File: config.mk
export PLATFORM = sky130hd
export DESIGN_NAME = rx_mac_frontend
export DESIGN_NICKNAME = d
export VERILOG_FILES = /design/src/rtl/rx_mac_frontend.sv
export SDC_FILE = /design/constraint.sdc
export NUM_CORES = 1
export LEC_CHECK = 0
export BUFFER_PORTS_ARGS = -buffer_cell sky130_fd_sc_hd__buf_2
export CAP_MARGIN = 40
export CORE_MARGIN = 2
export CORE_UTILIZATION = 40
export CTS_CLUSTER_SIZE = 8
export DETAILED_ROUTE_END_ITERATION = 16
export PLACE_DENSITY = 0.72
export SYNTH_ARGS = -nofsm -noshare
export SYNTH_HDL_FRONTEND = slang
export SYNTH_SLANG_ARGS = --single-unit
File: constraint.sdc
create_clock -name rx_clk -period 2.23 [get_ports rx_clk]
set_input_delay 0.446 -clock rx_clk [delete_from_list [all_inputs] [get_ports rx_clk]]
set_output_delay 0.446 -clock rx_clk [all_outputs]
set_load 0.01 [all_outputs]
File: src/rtl/rx_mac_frontend.sv
// Ethernet RX front-end: MII/GMII byte assembly, preamble/SFD check,
// FCS strip and check, frame flags, AXI-stream out and frame statistics.
module rx_mac_frontend #(
  parameter string MEDIA_TYPES = "1000Base",
  parameter int    MIN_FRAME   = 64,
  parameter int    MAX_FRAME   = 1518,
  parameter int    CNT_W       = 32
) (
  input  logic             rx_clk,
  input  logic             rst,
  input  logic [7:0]       rxd,
  input  logic             rx_en,
  input  logic             rx_er,
  output logic             m_axis_aclk,
  output logic [7:0]       m_axis_tdata,
  output logic             m_axis_tvalid,
  output logic             m_axis_tlast,
  output logic             m_axis_tuser,
  output logic [15:0]      frame_len,
  output logic [CNT_W-1:0] frame_good_cnt,
  output logic [CNT_W-1:0] frame_bad_cnt
);

  localparam bit MII = (MEDIA_TYPES == "100Base");

  localparam logic [31:0] CRC_INIT = 32'hFFFF_FFFF;
  localparam logic [31:0] RESIDUE  = 32'hDEBB_20E3;
  localparam logic [31:0] POLY     = 32'hEDB8_8320;
  localparam logic [15:0] MIN_L    = 16'(MIN_FRAME);
  localparam logic [15:0] MAX_L    = 16'(MAX_FRAME);
  localparam logic [15:0] HOLD_N   = 16'd5;

  typedef enum logic [2:0] {
    S_IDLE,
    S_PRE,
    S_DATA,
    S_END,
    S_DROP
  } state_t;

  state_t      state;
  state_t      nxt;
  state_t      pre_nxt;
  logic        armed;
  logic        phase;
  logic [3:0]  lo_nib;
  logic        byte_vld;
  logic [7:0]  byte_dat;
  logic        seen55;
  logic        pre_seen;
  logic        sfd;
  logic        bad;
  logic [31:0] crc;
  logic [15:0] len;
  logic        er_flag;
  logic [7:0]  dl [4];
  logic [7:0]  hold;

  function automatic logic [31:0] crc_upd(
    input logic [31:0] c,
    input logic [7:0]  d
  );
    logic [31:0] r;
    r = c ^ {24'd0, d};
    for (int i = 0; i < 8; i++)
      r = r[0] ? ((r >> 1) ^ POLY) : (r >> 1);
    return r;
  endfunction

  assign m_axis_aclk = rx_clk;

  // Byte strobe: every enabled cycle on GMII, every 2nd nibble on MII
  always_comb begin
    byte_vld = rx_en;
    byte_dat = rxd;
    if (MII) begin
      byte_vld = rx_en && phase;
      byte_dat = {rxd[3:0], lo_nib};
    end
  end

  // Nibble phase; armed blocks a frame already in flight at reset
  always_ff @(posedge rx_clk) begin
    if (rst) begin
      armed  <= 1'b0;
      phase  <= 1'b0;
      lo_nib <= 4'd0;
    end else begin
      if (!rx_en)
        armed <= 1'b1;
      if (!rx_en || state == S_END || !armed) begin
        phase <= 1'b0;
      end else if (MII) begin
        if (!phase)
          lo_nib <= rxd[3:0];
        phase <= !phase;
      end
    end
  end

  // Preamble byte classification
  always_comb begin
    pre_seen = (state == S_PRE) && seen55;
    pre_nxt  = S_DROP;
    if (byte_dat == 8'h55)
      pre_nxt = S_PRE;
    else if (byte_dat == 8'hD5 && pre_seen)
      pre_nxt = S_DATA;
  end

  // Remember whether a 0x55 has been seen in this preamble
  always_ff @(posedge rx_clk) begin
    if (rst)
      seen55 <= 1'b0;
    else
      seen55 <= pre_seen || (byte_vld && byte_dat == 8'h55);
  end

  // State register
  always_ff @(posedge rx_clk) begin
    if (rst)
      state <= S_IDLE;
    else
      state <= nxt;
  end

  // Next-state logic
  always_comb begin
    nxt = state;
    unique case (state)
      S_IDLE: begin
        if (armed && rx_en)
          nxt = byte_vld ? pre_nxt : S_PRE;
      end
      S_PRE: begin
        if (!rx_en)
          nxt = S_IDLE;
        else if (byte_vld)
          nxt = pre_nxt;
      end
      S_DATA: begin
        if (!rx_en)
          nxt = S_END;
      end
      S_END:   nxt = S_IDLE;
      S_DROP: begin
        if (!rx_en)
          nxt = S_IDLE;
      end
      default: nxt = S_IDLE;
    endcase
  end

  assign sfd = (state != S_DATA) && (nxt == S_DATA);

  // phase still set at the drop means a dangling nibble
  assign bad = (crc != RESIDUE) || (len < MIN_L) ||
               (len > MAX_L) || er_flag || rx_er || phase;

  // CRC/length, FCS delay line, stream output and statistics
  always_ff @(posedge rx_clk) begin
    if (rst) begin
      m_axis_tdata   <= 8'd0;
      m_axis_tvalid  <= 1'b0;
      m_axis_tlast   <= 1'b0;
      m_axis_tuser   <= 1'b0;
      frame_len      <= 16'd0;
      frame_good_cnt <= '0;
      frame_bad_cnt  <= '0;
      crc            <= CRC_INIT;
      len            <= 16'd0;
      er_flag        <= 1'b0;
      hold           <= 8'd0;
      for (int i = 0; i < 4; i++)
        dl[i] <= 8'd0;
    end else begin
      m_axis_tvalid <= 1'b0;
      m_axis_tlast  <= 1'b0;
      m_axis_tuser  <= 1'b0;
      if (sfd) begin
        crc     <= CRC_INIT;
        len     <= 16'd0;
        er_flag <= 1'b0;
      end
      if (state == S_DATA) begin
        if (rx_er)
          er_flag <= 1'b1;
        if (byte_vld) begin
          crc <= crc_upd(crc, byte_dat);
          if (len != 16'hFFFF)
            len <= len + 16'd1;
          dl[0] <= byte_dat;
          dl[1] <= dl[0];
          dl[2] <= dl[1];
          dl[3] <= dl[2];
          hold  <= dl[3];
          if (len >= HOLD_N) begin
            m_axis_tvalid <= 1'b1;
            m_axis_tdata  <= hold;
          end
        end else if (!rx_en) begin
          frame_len <= len;
          if (len >= HOLD_N) begin
            m_axis_tvalid <= 1'b1;
            m_axis_tdata  <= hold;
            m_axis_tlast  <= 1'b1;
            m_axis_tuser  <= bad;
          end
          if (bad || len < HOLD_N)
            frame_bad_cnt <= frame_bad_cnt + CNT_W'(1);
          else
            frame_good_cnt <= frame_good_cnt + CNT_W'(1);
        end
      end
    end
  end

endmodule
==> results.sh, run 1 <==
export IMPL_critPathTopFamily="simple AND/OR/NAND/NOR gates"
export IMPL_synth_avg_cell_area_sq_um=9.01
export IMPL_setup_viol=53
export IMPL_syn_to_final_growth_pct=32.4
export IMPL_drt_iter0_markers=510
export IMPL_clk_insertion_delay_late_ns=0.55
export IMPL_hold_viol_final=0
export IMPL_yosysTopAreaCell="dfxtp_1"
export IMPL_routed_wl_microns=21400
export IMPL_grt_usage=0.192
export IMPL_placed_area_sq_mm=0.0104
export IMPL_synth_edff_count=32
export IMPL_crit_chain="or4_4 -> o211ai_4 -> a2111oi_4 -> buf_12 -> or4_4 -> buf_6 -> or4_1 -> a21oi_1"
export IMPL_violations="setup timing"
export IMPL_final_area_sq_mm=0.0114
export IMPL_cpMostUsedCell="or4_4"
export IMPL_ir_drop_v=0.000501
export IMPL_placeableCoreArea_sq_mm=0.0210
export IMPL_grt_pass1_vias=6995
export IMPL_rows=53
export IMPL_worst_path_max_fanout=6
export IMPL_routabilityCongestion=0.870
export IMPL_detail_route_antenna_nets=0
export IMPL_layout_min_cycle_time_ns=2.50
export IMPL_final_cell_mix="151 x dfxtp_1, 130 x buf_4, 103 x buf_2"
export IMPL_io_pins=104
export IMPL_netlist_instances=953
export IMPL_finalWorstSetupSlack_ns=-0.265
export IMPL_io_buffer_count=103
export IMPL_ys_types=53
export IMPL_cp_required_ns=2.71
export IMPL_p_leak_nw=4.53
export IMPL_maxCapViolations=0
export IMPL_synthArstFlopShare=0
export IMPL_grt_pass1_wl_microns=34500
export IMPL_syn_num_nets=970
export IMPL_startpoint_type="register"
export IMPL_routed_via_count=7714
export IMPL_arrival_ns=2.98
export IMPL_vias_per_cell=5.28
export IMPL_synth_yosys_seq_area_share=0.469
export IMPL_cts_tree="done"
export IMPL_drive_gt1_frac=0.282
export IMPL_path_class="register to register"
export IMPL_rsz0062_at_grt="yes"
export IMPL_finClkSkew_ns=0.00836
export IMPL_max_freq_ghz=0.401
export IMPL_drc=0
export IMPL_finalMaxSlewViolations=0
export IMPL_clk_pin_slew_ns=0.07
export IMPL_hold_slack_ns=0.148
export IMPL_crit_buf_inv=2
export IMPL_period_share=1.12
export IMPL_grt_antenna_before_repair=0
export IMPL_die_area_sq_mm=0.0227
export IMPL_powerDensity_mw_per_mm2=624
export IMPL_nets=1190
export IMPL_ys_top_cells_by_area="dfxtp_1 36%, edfxtp_1 11%, xnor2_1 7.5%, a21oi_1 4.4%, nand2_1 3.9%"
export IMPL_slowest_delay_ns=0.56
export IMPL_fin_util=0.541
export IMPL_drtPass1Iterations=5
export IMPL_postCtsHoldBufs=0
export IMPL_die_x_microns=151
export IMPL_worst_slew_pin_slew_ns=0.565
export IMPL_wire_per_inst_microns=14.7
export IMPL_hold_path_class="input port to register"
export IMPL_gr_total_overflow=0
export IMPL_synth_seq_cells=185
export IMPL_synth_area_sq_mm=0.00859
export IMPL_die_h_microns=151
export IMPL_slew_headroom=0.624
export IMPL_yosys_warnings=0
export IMPL_antenna_cells=0
export IMPL_final_common_cell="dfxtp_1"
export IMPL_worst_path_max_delay_cell="or4_4"
export IMPL_start_util=0.408
export IMPL_end_kind="register"
export IMPL_status="complete, but fails checks"
export IMPL_grt_max_degree=48
export IMPL_dpl_worst_slack_ns=-0.468
export IMPL_place_hpwl_microns=15000
export IMPL_synth_top_area_frac=0.357
export IMPL_ys_flop_type="dfxtp_1"
==> report_power, final <==
part | switching [mW] | internal [mW] | total (mW) | leakage [nW]
Clock | 1.43 | 1.81 | 3.24 | 0.319
Sequential | 0.00516 | 3.41 | 3.42 | 1.56
Combinational | 0.234 | 0.209 | 0.443 | 2.65
Total | 1.67 | 5.43 | 7.10 | 4.53
==> area by class of cell <==
class,count,area (sq um)
fill,1847,9650
multi-input combinational,699,4540
sequential,185,4030
timing repair buffer,253,1760
clock buffer,21,505
tap,275,344
clock inverter,15,140
inverter,13,48.8
==> what timing repair did <==
| action | CTS | global route |
|---|---|---|
| setup endpoints to repair | 56 | 72 |
| cloned | 2 | 1 |
| pin swaps | 30 | 9 |
| buffers inserted | 6 | 2 |
| resized for setup | 40 | 24 |
==> cell families (layout without fill, tap and decap cells) <==
family / Yosys count / in the layout / synth area share
flops: 185 / 185 / 0.469
simple gates: 416 / 416 / 0.260
compound gates: 162 / 162 / 0.110
fa+ha+maj: 5 / 5 / 0.00729
xor+xnor: 104 / 104 / 0.109
buf+inv: 69 / 302 / 0.0318
mux: 12 / 12 / 0.0144
==> flip-flops by register name (all words and copies together), names as in the netlist <==
signal and flops:
hold 8, frame_len 16, er_flag 1, m_axis_tdata 8, m_axis_tlast 1, frame_good_cnt 32
m_axis_tvalid 1, armed 1, state 3, m_axis_tuser 1, dl 32, crc 32
frame_bad_cnt 32, seen55 1, len 16
==> Yosys cell counts, types with 19 or more instances <==
library cell  number
nand2_1           90
nand3_1           30
nand4_1           23
nor2_1            84
or3_1             20
xor2_1            28
xnor2_1           74
a21oi_1           76
and2_1            37
o21ai_0           31
dfxtp_1          153
nor3_1            21
clkbuf_1          48
edfxtp_1          32
nand2b_1          19
==> through the flow <==
step	setup TNS, ns	instances	power, mW
final	-6.24	1461	7.10
after global routing	-12.47	1461	7.35
after CTS	-9.45	1459	7.16
after detailed placement	-15.56	1416	3.96
after global placement	-13.24	1416	3.95
after floorplan	-0.720	953	3.80
==> layer usage <==
layer  vias up  track usage  share of wire
li1       3794            -              -
met1      3681        0.258           0.45
met4         0       0.0637          0.015
met5         -            0              0
met3        32       0.0433          0.058
met2       207        0.305           0.48
==> path summary, 6_finish.rpt <==
| check | startpoint | cells after the start | endpoint | slack, ns |
|---|---|---|---|---|
| hold reg to reg | armed | 2 | armed | 0.45 |
| hold / removal | rx_er | 3 | er_flag | 0.15 |
| setup reg to reg | len[8] | 8 | frame_bad_cnt[30] | -0.27 |
| setup / recovery | len[8] | 8 | frame_bad_cnt[30] | -0.27 |
==> worst register-to-register path, stage by stage, from the launching register on <==
cell and delay, ns:
dfxtp_1 0.32, or4_4 0.56, o211ai_4 0.20, a2111oi_4 0.09, buf_12 0.16, or4_4 0.44
buf_6 0.14, or4_1 0.39, a21oi_1 0.15
(Power assumes the default switching activity.)
==> inputs of run 2 (changes only) <==
--- a/config.mk
+++ b/config.mk
@@ -5,13 +5,14 @@
 export SDC_FILE = /design/constraint.sdc
 export NUM_CORES = 1
 export LEC_CHECK = 0
+export ABC_AREA = 1
 export BUFFER_PORTS_ARGS = -buffer_cell sky130_fd_sc_hd__buf_2
 export CAP_MARGIN = 40
 export CORE_MARGIN = 2
-export CORE_UTILIZATION = 40
+export CORE_UTILIZATION = 30
 export CTS_CLUSTER_SIZE = 8
 export DETAILED_ROUTE_END_ITERATION = 16
-export PLACE_DENSITY = 0.72
+export PLACE_DENSITY = 0.59
 export SYNTH_ARGS = -nofsm -noshare
 export SYNTH_HDL_FRONTEND = slang
 export SYNTH_SLANG_ARGS = --single-unit
==> results.sh, run 2 <==
export IMPL_grt_antenna_before_repair=0
export IMPL_p_total_mw=7.25
export IMPL_grt_max_degree=60
export IMPL_placeableCoreArea_sq_mm=0.0316
export IMPL_finalWorstSetupSlack_ns=0.150
export IMPL_maxCapViolations=0
export IMPL_hold_path_class="input port to register"
export IMPL_period_share=0.933
export IMPL_synthArstFlopShare=0
export IMPL_status="finished, final reports clean"
export IMPL_arrival_ns=2.51
export IMPL_ir_drop_v=0.000532
export IMPL_fin_util=0.366
export IMPL_die_area_sq_mm=0.0334
export IMPL_grt_pass1_wl_microns=42600
export IMPL_antenna_cells=0
export IMPL_synth_area_sq_mm=0.00959
export IMPL_netlist_instances=1378
export IMPL_grt_usage=0.158
export IMPL_finClkSkew_ns=0.0180
export IMPL_ys_top_cells_by_area="dfxtp_1 32%, nand2_1 14%, edfxtp_1 10%, inv_1 7.1%, nor2_1 7.0%"
export IMPL_postCtsHoldBufs=0
export IMPL_drt_iter0_markers=561
export IMPL_final_area_sq_mm=0.0115
export IMPL_routed_via_count=9145
export IMPL_rows=65
export IMPL_hold_viol_final=0
export IMPL_final_common_cell="nand2_1"
export IMPL_detail_route_antenna_nets=0
export IMPL_yosys_warnings=0
export IMPL_routed_wl_microns=26400
export IMPL_end_kind="register"
export IMPL_startpoint_type="register"
export IMPL_worst_slew_pin_slew_ns=0.691
export IMPL_start_util=0.304
export IMPL_io_pins=104
export IMPL_finalMaxSlewViolations=0
export IMPL_clk_insertion_delay_late_ns=0.56
export IMPL_slowest_delay_ns=0.34
export IMPL_vias_per_cell=4.77
export IMPL_synth_edff_count=32
export IMPL_die_h_microns=183
export IMPL_layout_min_cycle_time_ns=2.08
export IMPL_io_buffer_count=103
export IMPL_routabilityCongestion=0.937
export IMPL_p_leak_nw=5.02
export IMPL_crit_chain="ha_1 -> nand3_1 -> nor3_2 -> nand2_1 -> nor2_1 -> nand4_1 -> nand2_1 -> inv_1 -> o21ai_0 -> nor2_1"
export IMPL_setup_viol=0
export IMPL_syn_num_nets=1395
export IMPL_syn_to_final_growth_pct=20.3
export IMPL_clk_pin_slew_ns=0.07
export IMPL_cts_tree="done"
export IMPL_tns_ns=0
export IMPL_worst_path_max_delay_cell="dfxtp_1"
export IMPL_path_class="register to register"
export IMPL_die_x_microns=183
export IMPL_worst_path_max_fanout=13
export IMPL_ys_top_cells_by_count="350 x nand2_1, 182 x inv_1, 179 x nor2_1"
export IMPL_place_hpwl_microns=18800
export IMPL_yosysTopAreaCell="dfxtp_1"
export IMPL_slew_headroom=0.540
export IMPL_synth_yosys_seq_area_share=0.419
export IMPL_drtPass1Iterations=5
export IMPL_grt_pass1_vias=8623
export IMPL_max_freq_ghz=0.481
export IMPL_powerDensity_mw_per_mm2=628
export IMPL_final_cell_mix="349 x nand2_1, 182 x inv_1, 176 x nor2_1"
export IMPL_synth_most_common_cell="nand2_1"
export IMPL_ys_types=42
export IMPL_synth_seq_cells=185
export IMPL_nets=1519
export IMPL_drc=0
export IMPL_dpl_worst_slack_ns=0.0564
export IMPL_rsz0062_at_grt="yes"
export IMPL_cp_required_ns=2.66
export IMPL_placed_area_sq_mm=0.0108
export IMPL_synth_avg_cell_area_sq_um=6.96
export IMPL_synth_top_area_frac=0.319
export IMPL_ys_flop_type="dfxtp_1"
export IMPL_drive_gt1_frac=0.141
export IMPL_wire_per_inst_microns=13.8
export IMPL_gr_total_overflow=0
[run 2: routing by layer]
layer	vias up	routed length (microns)	GRT usage
li1	4644	-	-
met1	4247	12300	0.199
met2	212	12200	0.265
met3	42	1280	0.0373
met4	0	672	0.0592
met5	-	0	0
[run 2: worst paths after layout]
kind                 start  slack [ns]  cells after the start  endpoint
setup / recovery    len[0]        0.15                     10    len[0]
hold / removal       rx_er        0.19                      3   er_flag
setup reg to reg    len[0]        0.15                     10    len[0]
hold reg to reg   dl[3][5]        0.45                      2   hold[5]
[run 2: timing repair]
| action | 4_1_cts | 5_1_grt |
|---|---|---|
| buffers inserted | 0 | 1 |
| endpoints found under the hold margin | 0 | 0 |
| setup endpoints to repair | 0 | 32 |
| gates resized for setup | 0 | 9 |
[run 2: where the power goes]
| part | internal (mW) | switching, mW | leakage, nW |
|---|---|---|---|
| Combinational | 0.122 | 0.246 | 3.11 |
| Sequential | 3.41 | 0.00627 | 1.56 |
| Clock | 1.99 | 1.48 | 0.338 |
[run 2: kinds of logic (layout without fill, tap and decap cells)]
logic type / Yosys count / count (layout) / synth area share
and+or+nand+nor: 700 / 700 / 0.308
buffers and inverters: 227 / 364 / 0.0936
AOI/OAI and AO/OA: 190 / 190 / 0.104
DFF: 185 / 185 / 0.419
xor gates and xnor gates: 71 / 71 / 0.0683
adders and majority gates: 5 / 5 / 0.00652
[run 2: through the flow]
step,instances,hold WS (ns)
after floorplan,1378,0.422
after CTS,1914,0.168
after detailed placement,1879,0.431
after global routing,1917,0.177
after global placement,1879,0.429
final,1917,0.190
[run 2: cell type report]
cell class	count	area, sq um
clock buffer	23	533
clock inverter	13	160
fill	3310	20000
inverter	184	691
multi-input combinational	966	4700
sequential	185	4030
tap	402	503
timing repair buffer	144	923
[run 2: critical path, delay by kind of cell (launching register included)]
kind | cells | cell delay (ns)
compound gates | 1 | 0.24
fa+ha+maj | 1 | 0.19
buf+inv | 1 | 0.21
flops | 1 | 0.34
simple gates | 7 | 1.01
